File: config.mk
export PLATFORM = sky130hd
export DESIGN_NAME = stream_capture_flat
export DESIGN_NICKNAME = d
export VERILOG_FILES = /design/src/rtl/stream_capture_if.sv /design/src/rtl/stream_capture.sv /design/src/flat_wrapper.sv
export SDC_FILE = /design/constraint.sdc
export NUM_CORES = 1
export LEC_CHECK = 0
export CAP_MARGIN = 20
export CORE_ASPECT_RATIO = 0.9
export CORE_MARGIN = 5
export CORE_UTILIZATION = 64
export CTS_CLUSTER_DIAMETER = 80
export DETAILED_ROUTE_END_ITERATION = 12
export PLACE_DENSITY = 0.84
export SYNTH_ARGS = -nofsm -noshare
export SYNTH_HDL_FRONTEND = slang
export SYNTH_SLANG_ARGS = --single-unit
File: constraint.sdc
create_clock -name sysclk -period 7.2 [get_ports sysclk]
set_clock_uncertainty 0.1 [all_clocks]
set_input_delay 1.44 -clock sysclk [delete_from_list [all_inputs] [get_ports sysclk]]
set_output_delay 1.44 -clock sysclk [all_outputs]
set_load 0.005 [all_outputs]
File: src/rtl/stream_capture_if.sv
// Bundles the capture stage's control, serial input, readback and status signals.
// Clock and reset stay as plain ports on the module.
interface stream_capture_if;
    logic       start;
    logic       serial_in;
    logic [3:0] rd_addr;
    logic [7:0] rd_data;
    logic [7:0] byte_out;
    logic       byte_valid;
    logic [4:0] byte_count;
    logic       busy;
    logic       full;

    modport master (
        output start, serial_in, rd_addr,
        input  rd_data, byte_out, byte_valid, byte_count, busy, full
    );

    modport slave (
        input  start, serial_in, rd_addr,
        output rd_data, byte_out, byte_valid, byte_count, busy, full
    );
endinterface

File: src/rtl/stream_capture.sv
// Deserialises an MSB-first bit stream into bytes and keeps the first 16 in a readable buffer.
// Latency: byte_out/byte_valid/byte_count update on the 8th sample edge; rd_data is combinational.
// Backpressure: none; the stream is sampled unconditionally, and capture stops once the buffer is full.
module stream_capture #(
    parameter int BIT_DIV = 1,
    parameter int DEPTH   = 16
) (
    input  logic              sysclk,
    input  logic              rst_n,
    stream_capture_if.slave   cap
);

    typedef enum logic [1:0] {
        IDLE    = 2'd0,
        CAPTURE = 2'd1,
        DONE    = 2'd2
    } state_t;

    localparam logic [7:0] DIV_LAST = 8'(BIT_DIV - 1);
    localparam logic [4:0] LAST_IDX = 5'(DEPTH - 1);

    state_t     state_q, state_d;
    logic [7:0] div_cnt_q, div_cnt_d;
    logic [2:0] bit_idx_q, bit_idx_d;
    logic [6:0] shift_q, shift_d;
    logic [7:0] byte_out_q, byte_out_d;
    logic       byte_valid_q, byte_valid_d;
    logic [4:0] byte_count_q, byte_count_d;

    logic [7:0] mem_q [DEPTH];
    logic       wr_en;
    logic [3:0] wr_addr;
    logic [7:0] wr_dat;

    logic [7:0] next_byte;
    logic       sample;

    assign next_byte = {shift_q, cap.serial_in};
    assign sample    = (div_cnt_q == DIV_LAST);

    always_comb begin
        state_d      = state_q;
        div_cnt_d    = div_cnt_q;
        bit_idx_d    = bit_idx_q;
        shift_d      = shift_q;
        byte_out_d   = byte_out_q;
        byte_valid_d = 1'b0;
        byte_count_d = byte_count_q;
        wr_en        = 1'b0;
        wr_addr      = byte_count_q[3:0];
        wr_dat       = next_byte;

        case (state_q)
            IDLE: begin
                div_cnt_d    = 8'd0;
                bit_idx_d    = 3'd0;
                byte_count_d = 5'd0;
                if (cap.start) begin
                    shift_d = 7'd0;
                    state_d = CAPTURE;
                end
            end

            CAPTURE: begin
                // A restart overrides everything, including a byte that would complete now.
                if (cap.start) begin
                    div_cnt_d    = 8'd0;
                    bit_idx_d    = 3'd0;
                    byte_count_d = 5'd0;
                    shift_d      = 7'd0;
                end else if (sample) begin
                    div_cnt_d = 8'd0;
                    shift_d   = next_byte[6:0];
                    bit_idx_d = bit_idx_q + 3'd1;
                    if (bit_idx_q == 3'd7) begin
                        byte_out_d   = next_byte;
                        byte_valid_d = 1'b1;
                        wr_en        = 1'b1;
                        byte_count_d = byte_count_q + 5'd1;
                        if (byte_count_q == LAST_IDX) begin
                            state_d = DONE;
                        end
                    end
                end else begin
                    div_cnt_d = div_cnt_q + 8'd1;
                end
            end

            DONE: begin
                if (cap.start) begin
                    div_cnt_d    = 8'd0;
                    bit_idx_d    = 3'd0;
                    byte_count_d = 5'd0;
                    shift_d      = 7'd0;
                    state_d      = CAPTURE;
                end
            end

            default: begin
                state_d = IDLE;
            end
        endcase
    end

    always_ff @(posedge sysclk or negedge rst_n) begin
        if (!rst_n) begin
            state_q      <= IDLE;
            div_cnt_q    <= 8'd0;
            bit_idx_q    <= 3'd0;
            shift_q      <= 7'd0;
            byte_out_q   <= 8'd0;
            byte_valid_q <= 1'b0;
            byte_count_q <= 5'd0;
        end else begin
            state_q      <= state_d;
            div_cnt_q    <= div_cnt_d;
            bit_idx_q    <= bit_idx_d;
            shift_q      <= shift_d;
            byte_out_q   <= byte_out_d;
            byte_valid_q <= byte_valid_d;
            byte_count_q <= byte_count_d;
        end
    end

    // Buffer contents survive reset; the count gate on the read path hides stale entries.
    always_ff @(posedge sysclk) begin
        if (wr_en) begin
            mem_q[wr_addr] <= wr_dat;
        end
    end

    assign cap.rd_data    = ({1'b0, cap.rd_addr} < byte_count_q) ? mem_q[cap.rd_addr] : 8'h00;
    assign cap.byte_out   = byte_out_q;
    assign cap.byte_valid = byte_valid_q;
    assign cap.byte_count = byte_count_q;
    assign cap.busy       = (state_q == CAPTURE);
    assign cap.full       = (state_q == DONE);

endmodule

File: src/flat_wrapper.sv
// flat-port wrapper written by rule: the top's interface ports become plain ports
module stream_capture_flat 
#(
    parameter int BIT_DIV = 1,
    parameter int DEPTH   = 16
)
  (sysclk, rst_n, cap_start, cap_serial_in, cap_rd_addr, cap_rd_data, cap_byte_out, cap_byte_valid, cap_byte_count, cap_busy, cap_full);
  stream_capture_if cap_i ();
  input  logic sysclk;
  input  logic rst_n;
  input wire logic [$bits(cap_i.start)-1:0] cap_start;
  input wire logic [$bits(cap_i.serial_in)-1:0] cap_serial_in;
  input wire logic [$bits(cap_i.rd_addr)-1:0] cap_rd_addr;
  output wire logic [$bits(cap_i.rd_data)-1:0] cap_rd_data;
  output wire logic [$bits(cap_i.byte_out)-1:0] cap_byte_out;
  output wire logic [$bits(cap_i.byte_valid)-1:0] cap_byte_valid;
  output wire logic [$bits(cap_i.byte_count)-1:0] cap_byte_count;
  output wire logic [$bits(cap_i.busy)-1:0] cap_busy;
  output wire logic [$bits(cap_i.full)-1:0] cap_full;
  assign cap_i.start = cap_start;
  assign cap_i.serial_in = cap_serial_in;
  assign cap_i.rd_addr = cap_rd_addr;
  assign cap_rd_data = cap_i.rd_data;
  assign cap_byte_out = cap_i.byte_out;
  assign cap_byte_valid = cap_i.byte_valid;
  assign cap_byte_count = cap_i.byte_count;
  assign cap_busy = cap_i.busy;
  assign cap_full = cap_i.full;
  stream_capture #(.BIT_DIV(BIT_DIV), .DEPTH(DEPTH)) u_core (.sysclk(sysclk), .rst_n(rst_n), .cap(cap_i));
endmodule
# Word-level counts from Yosys, hierarchy flattened
# Memory sizes are Yosys's and may differ from the RTL's.
# Cells that the tools add are included.
# Widths: inputs -> output; s select.
# word_totals
out_inout_bits	24
in_bits	8
ram_bits	128
n_memories	1
regBits	34
elab_cells	66
# memory_table
name	depth	width	rd	rd_ports_with_merged_regs	write_ports	line	text
u_core.mem_q	16	8	1	0	1	stream_capture.sv:30	logic [7:0] mem_q [DEPTH];
# classes
add_sub_neg	3
magnitude_cmp	1
eq_ne	12
n_reduce_logical	11
muxes	30
bitwise_logic	1
# op_table
operator	count
$mux 8	4
$pmux 8 s3	1
$mux 7	3
$mux 5	4
$pmux 5 s3	1
$pmux 7 s2	1
$mux 2	5
$mux 3	3
$pmux 3 s3	1
$add 8x1->8 const B	1
$logic_not 8->1	1
$ne 2x1->1 const B	4
$reduce_and 4->1	2
$mux 1	6
$ne 3x2->1 const B	2
$reduce_and 3->1	2
$add 5x1->5 const B	1
$eq 5x4->1 const B	1
$lt 4x5->1	1
$reduce_and 5->1	1
$ne 2x2->1 const B	2
$pmux 2 s2	1
$add 3x1->3 const B	1
$eq 3x3->1 const B	1
other kinds (8)	8

# Depth between registers and ports, before layout
# logic_depth
depth_word	7
ltp_mapped	7
mapped_depth_nobuf	7

# Worst setup path before layout
# Ideal clock, no wire load.
# synth_path
path_kind	input-to-output
startpoint	in cap_rd_addr[0]
endpoint	out cap_rd_data[2]
cell_stages	6
path_slack_ns	3.019
t_arrival_ns	2.641
path_cell_list	buf_2 > buf_4 > mux4_2 > mux2i_1 > mux2_2 > a21oi_1
# synth_via
elab_chain_cells	2
# synth_rtl
item	line	text
from (decl)	flat_wrapper.sv:13	input wire logic [$bits(cap_i.rd_addr)-1:0] cap_rd_addr;
$mem_v2 16x8 / $lt 4x5->1 (equally long branches)	--	
$mux 8 (*)	stream_capture.sv:132	assign cap.rd_data = ({1'b0, cap.rd_addr} < byte_count_q) ? mem_q[cap.rd_addr] : 8'h00;
to (decl)	flat_wrapper.sv:14	output wire logic [$bits(cap_i.rd_data)-1:0] cap_rd_data;
# Mark *: on every way between the ends. The rest lies on a longest branch, timed or not.

# Worst setup path after layout
# layout_path
startpoint	in cap_rd_addr[3]
endpoint	out cap_rd_data[5]
# Same word-level chain as after synthesis.

==> Implementation_results.wiki <==
{| class="wikitable"
! Metric !! Value
|-
| Status || finished, final reports clean
|-
| DR vias || around 3.8k
|-
| Highest Clock Rate || between 0.15 and 0.2 GHz
|-
| Top FF cell, synth || sky130_fd_sc_hd__edfxtp_1
|-
| Top-Level Pins || 32
|-
| Floorplan core area || 0.0103 sq mm
|-
| Kind of path behind the tightest hold check || register to register
|-
| Transition time of the tightest slew-check pin || roughly 1100 ps
|-
| Warning count from the yosys run || 0
|-
| Maximum number of pins on one net before global-route repair || 35
|-
| Most repeated cell in the gate-level netlist after synthesis || sky130_fd_sc_hd__edfxtp_1
|-
| Port Buffer Count || 31
|-
| Routed WL per cell || between 20 and 30 microns
|-
| Synth top area share || 0.566
|-
| First-pass detailed-route iteration total || 5
|-
| Fraction of layout cells with a size suffix above 1 || 0.194
|-
| Clock slew at the register clock pins of the worst setup and hold paths || about 70 ps
|-
| First-pass GRT wire length || 23800 microns
|-
| Post-CTS Hold Buffers || 0
|-
| Maximum net fanout on the critical path || 17
|-
| Via count of the first global-routing pass || between 3k and 4k
|-
| Area Overhead vs Synth || 16.3%
|-
| Cell breakdown of the critical path || clkdlybuf4s50_1 -> ha_1 -> nor2_1 -> nor2_1 -> a21oi_1 -> clkdlybuf4s50_1
|-
| Total Wirelength || 15300 microns
|-
| Syn Inst Count || approximately 410
|-
| Part of the Yosys area used for sequential elements || 0.691
|-
| Number of enable-type register cells in the synthesized netlist || about 130
|-
| Part of the power in the clock network || 0.476
|-
| Via-to-Cell Ratio || 6.53
|-
| Crit path buffers/inverters || 2
|-
| Gates resized, CTS repair || 0
|-
| Synth area leaders || sky130_fd_sc_hd__edfxtp_1 57%, sky130_fd_sc_hd__dfrtp_1 13%, sky130_fd_sc_hd__mux4_2 11%
|-
| Power density cells || 270 mW/mm^2
|-
| Post-synthesis net count || 427
|-
| Final critical delay including setup and external delays || 5670 ps
|-
| Number of maximum-capacitance violations || 0
|-
| Nets@finish || 466
|-
| Final antenna-violating net count || 0
|-
| Die Width || roughly 120 microns
|-
| Post-CTS repair timing setup buffer count || 0
|-
| Worst slew margin relative to its limit || 0.286
|-
| Critical path arrival || just over 4000 ps
|-
| Initial antenna violation count || 0
|-
| Vertical extent of the die || 108 microns
|-
| IR drop worst, VDD || 0.211 mV
|-
| Sequential cell fraction of total power || 0.478
|-
| Static Leak || a little under 3 nW
|-
| Element type at the critical path start || primary input
|-
| # fillers || ~540
|-
| Final RePlAce weighted congestion || 0.789
|-
| Classification of the worst setup path || primary input to primary output
|-
| Final total negative setup slack || 0 ps
|-
| Avg Cell Area, Syn || approximately 17 sq um
|-
| Initial Util || 0.660
|-
| DRC violation total after the first TritonRoute iteration || between 500 and 600
|-
| Number of buffers between clock root and the deepest sink || 2
|-
| GRT Resource Usage Total || 0.257
|-
| Required time at the worst-slack endpoint || between 5000 and 6000 ps
|-
| Post-placement cell area || 0.00723 sq mm
|-
| Unique masters post-synth || 42
|-
| Fin. Hold Viols || 0
|-
| Delay of the slowest cell on the worst path || a little under 1000 ps
|-
| Residual DRC || 0
|-
| Diode insertion count for antenna repair || 0
|-
| Sinks on Clock Net || roughly 160
|-
| Cell-internal power || approximately 0.0017 W
|-
| HPWL after detailed placement || 8810 microns
|-
| Number of CTS-inserted buffers || 17
|-
| Power share of the combinational group || 0.046
|-
| Cell with the largest stage delay on the worst path || sky130_fd_sc_hd__clkdlybuf4s50_1
|-
| Full die area || ~0.013 sq mm
|-
| TritonCTS clock tree || done
|-
| Netlist area before placement || slightly below 0.007 sq mm
|-
| Summed area of non-filler cells in the final layout || 0.00789 sq mm
|-
| Worst path top cell family by delay || buffers and inverters
|-
| Final clock period utilization by the worst path || 0.787
|-
| Register bit count reported by yosys || between 150 and 200
|-
| Clock insertion delay at the later pin of the skew report || between 400 and 500 ps
|-
| Switching Share || 0.209
|-
| Cell Rows || 35
|-
| Post-synth ARST share || 0.210
|-
| Yosys top cell by area || sky130_fd_sc_hd__edfxtp_1
|-
| Number of setup violations in the final report || 0
|-
| Count of H-tree levels built during CTS || 4
|-
| Root buf cell || sky130_fd_sc_hd__clkbuf_16
|-
| Crit path capture type || primary output
|-
| Reported net switching power || 0.000446 W
|-
| RSZ-0062 raised after global routing || no
|-
| Most frequent cells after synthesis || 128 x sky130_fd_sc_hd__edfxtp_1, 34 x sky130_fd_sc_hd__dfrtp_1, 32 x sky130_fd_sc_hd__mux4_2, 32 x sky130_fd_sc_hd__nand2_1, 24 x sky130_fd_sc_hd__mux2i_1
|-
| Pins over their slew limit || 0
|-
| Total congestion overflow || 0
|}
## worst paths after layout
kind	startpoint	endpoint	slack [ps]	depth (start not counted)
max	cap_rd_addr[3]	cap_rd_data[5]	1530	6
min in group asynchronous	rst_n	u_core.cap.byte_out[6]	1320	2
min reg2reg	u_core.cap.byte_out[0]	u_core.cap.byte_out[0]	390	2
max reg2reg	u_core.div_cnt_q[0]	u_core.mem_q[9][6]	3910	7
max in group asynchronous	rst_n	u_core.div_cnt_q[0]	5360	2
min	u_core.cap.byte_out[0]	u_core.cap.byte_out[0]	390	2
## per-stage QoR
stage	worst slack [ps]	cells	utilization	hold slack (ps)	total power, W
4_1_cts	1510	588	0.767	387	0.00213
2_1_floorplan	3020	407	-	360	0.00109
6_report	1530	588	0.767	391	0.00213
3_5_place_dp	1550	556	0.702	362	0.00113
3_3_place_gp	1610	556	0.702	363	0.00113
5_1_grt	1370	588	0.767	454	0.00219
## cells in the final DEF, fill, tap and decap left out, drive strengths merged, types with 5 or more instances in the layout
master | Yosys | routed
a21oi | 13 | 13
buf | 12 | 9
bufinv | 0 | 5
clkbuf | 7 | 17
clkdlybuf4s50 | 0 | 30
dfrtp | 34 | 34
edfxtp | 128 | 128
ha | 12 | 12
inv | 16 | 24
mux2 | 9 | 9
mux2i | 24 | 24
mux4 | 32 | 32
nand2 | 32 | 32
nand3 | 7 | 7
nor2 | 16 | 16
nor3 | 8 | 8
o21ai | 23 | 23
## per-layer routing
metal  routed length (microns)  global-route usage  vias up
met5                         0                   0        -
met4                       632               0.128        0
met3                      1100              0.0568       40
met2                      7770               0.425      196
met1                      5760               0.322     1958
li1                          -                   -     1645
## flip-flops by register name (all words and copies together), names as in the netlist
name and flops:
u_core.cap.byte_count 5, u_core.cap.byte_out 8, u_core.state_q 2, u_core.bit_idx_q 3, u_core.shift_q 7, u_core.div_cnt_q 8
u_core.cap.byte_valid 1, u_core.mem_q 128
## area by class of cell
cell class | count | area (sq um) | share of cell area
clock inverters | 15 | 241 | 0.0306
flip-flops and latches | 162 | 4690 | 0.595
repair buffers | 39 | 365 | 0.0463
inverters | 16 | 60.1 | 0.00761
well taps | 129 | 161 | 0.0204
multi-input cells | 210 | 1950 | 0.246
clock buffers | 17 | 425 | 0.0539
## logic make-up after synthesis
| group | count (synthesis) | share of synthesized area |
|---|---|---|
| flip-flops | 162 | 0.691 |
| XOR/XNOR | 2 | 0.00258 |
| AND/OR/NAND/NOR | 78 | 0.0569 |
| buffers and inverters | 35 | 0.0221 |
| adder cells (fa/ha/maj) | 12 | 0.0221 |
| AO/OA/AOI/OAI | 53 | 0.0485 |
| multiplexers | 65 | 0.156 |
## worst reg2reg max path: cells and delay by family (launching register included)
kind                       cells  cell delay [ps]
and+or+nand+nor                4             1860
DFF                            1              410
buffers and inverters          2              380
adders and majority gates      1              160
## power groups by stage
stage          Combinational [W]  Sequential [W]  Clock (W)
4_1_cts                0.0000984         0.00102    0.00102
2_1_floorplan          0.0000572         0.00103          0
5_1_grt                 0.000106         0.00102    0.00107
3_3_place_gp           0.0000933         0.00104          0
6_report               0.0000975         0.00102    0.00101
3_5_place_dp           0.0000961         0.00104          0
Power figures use the tool's default switching activity.
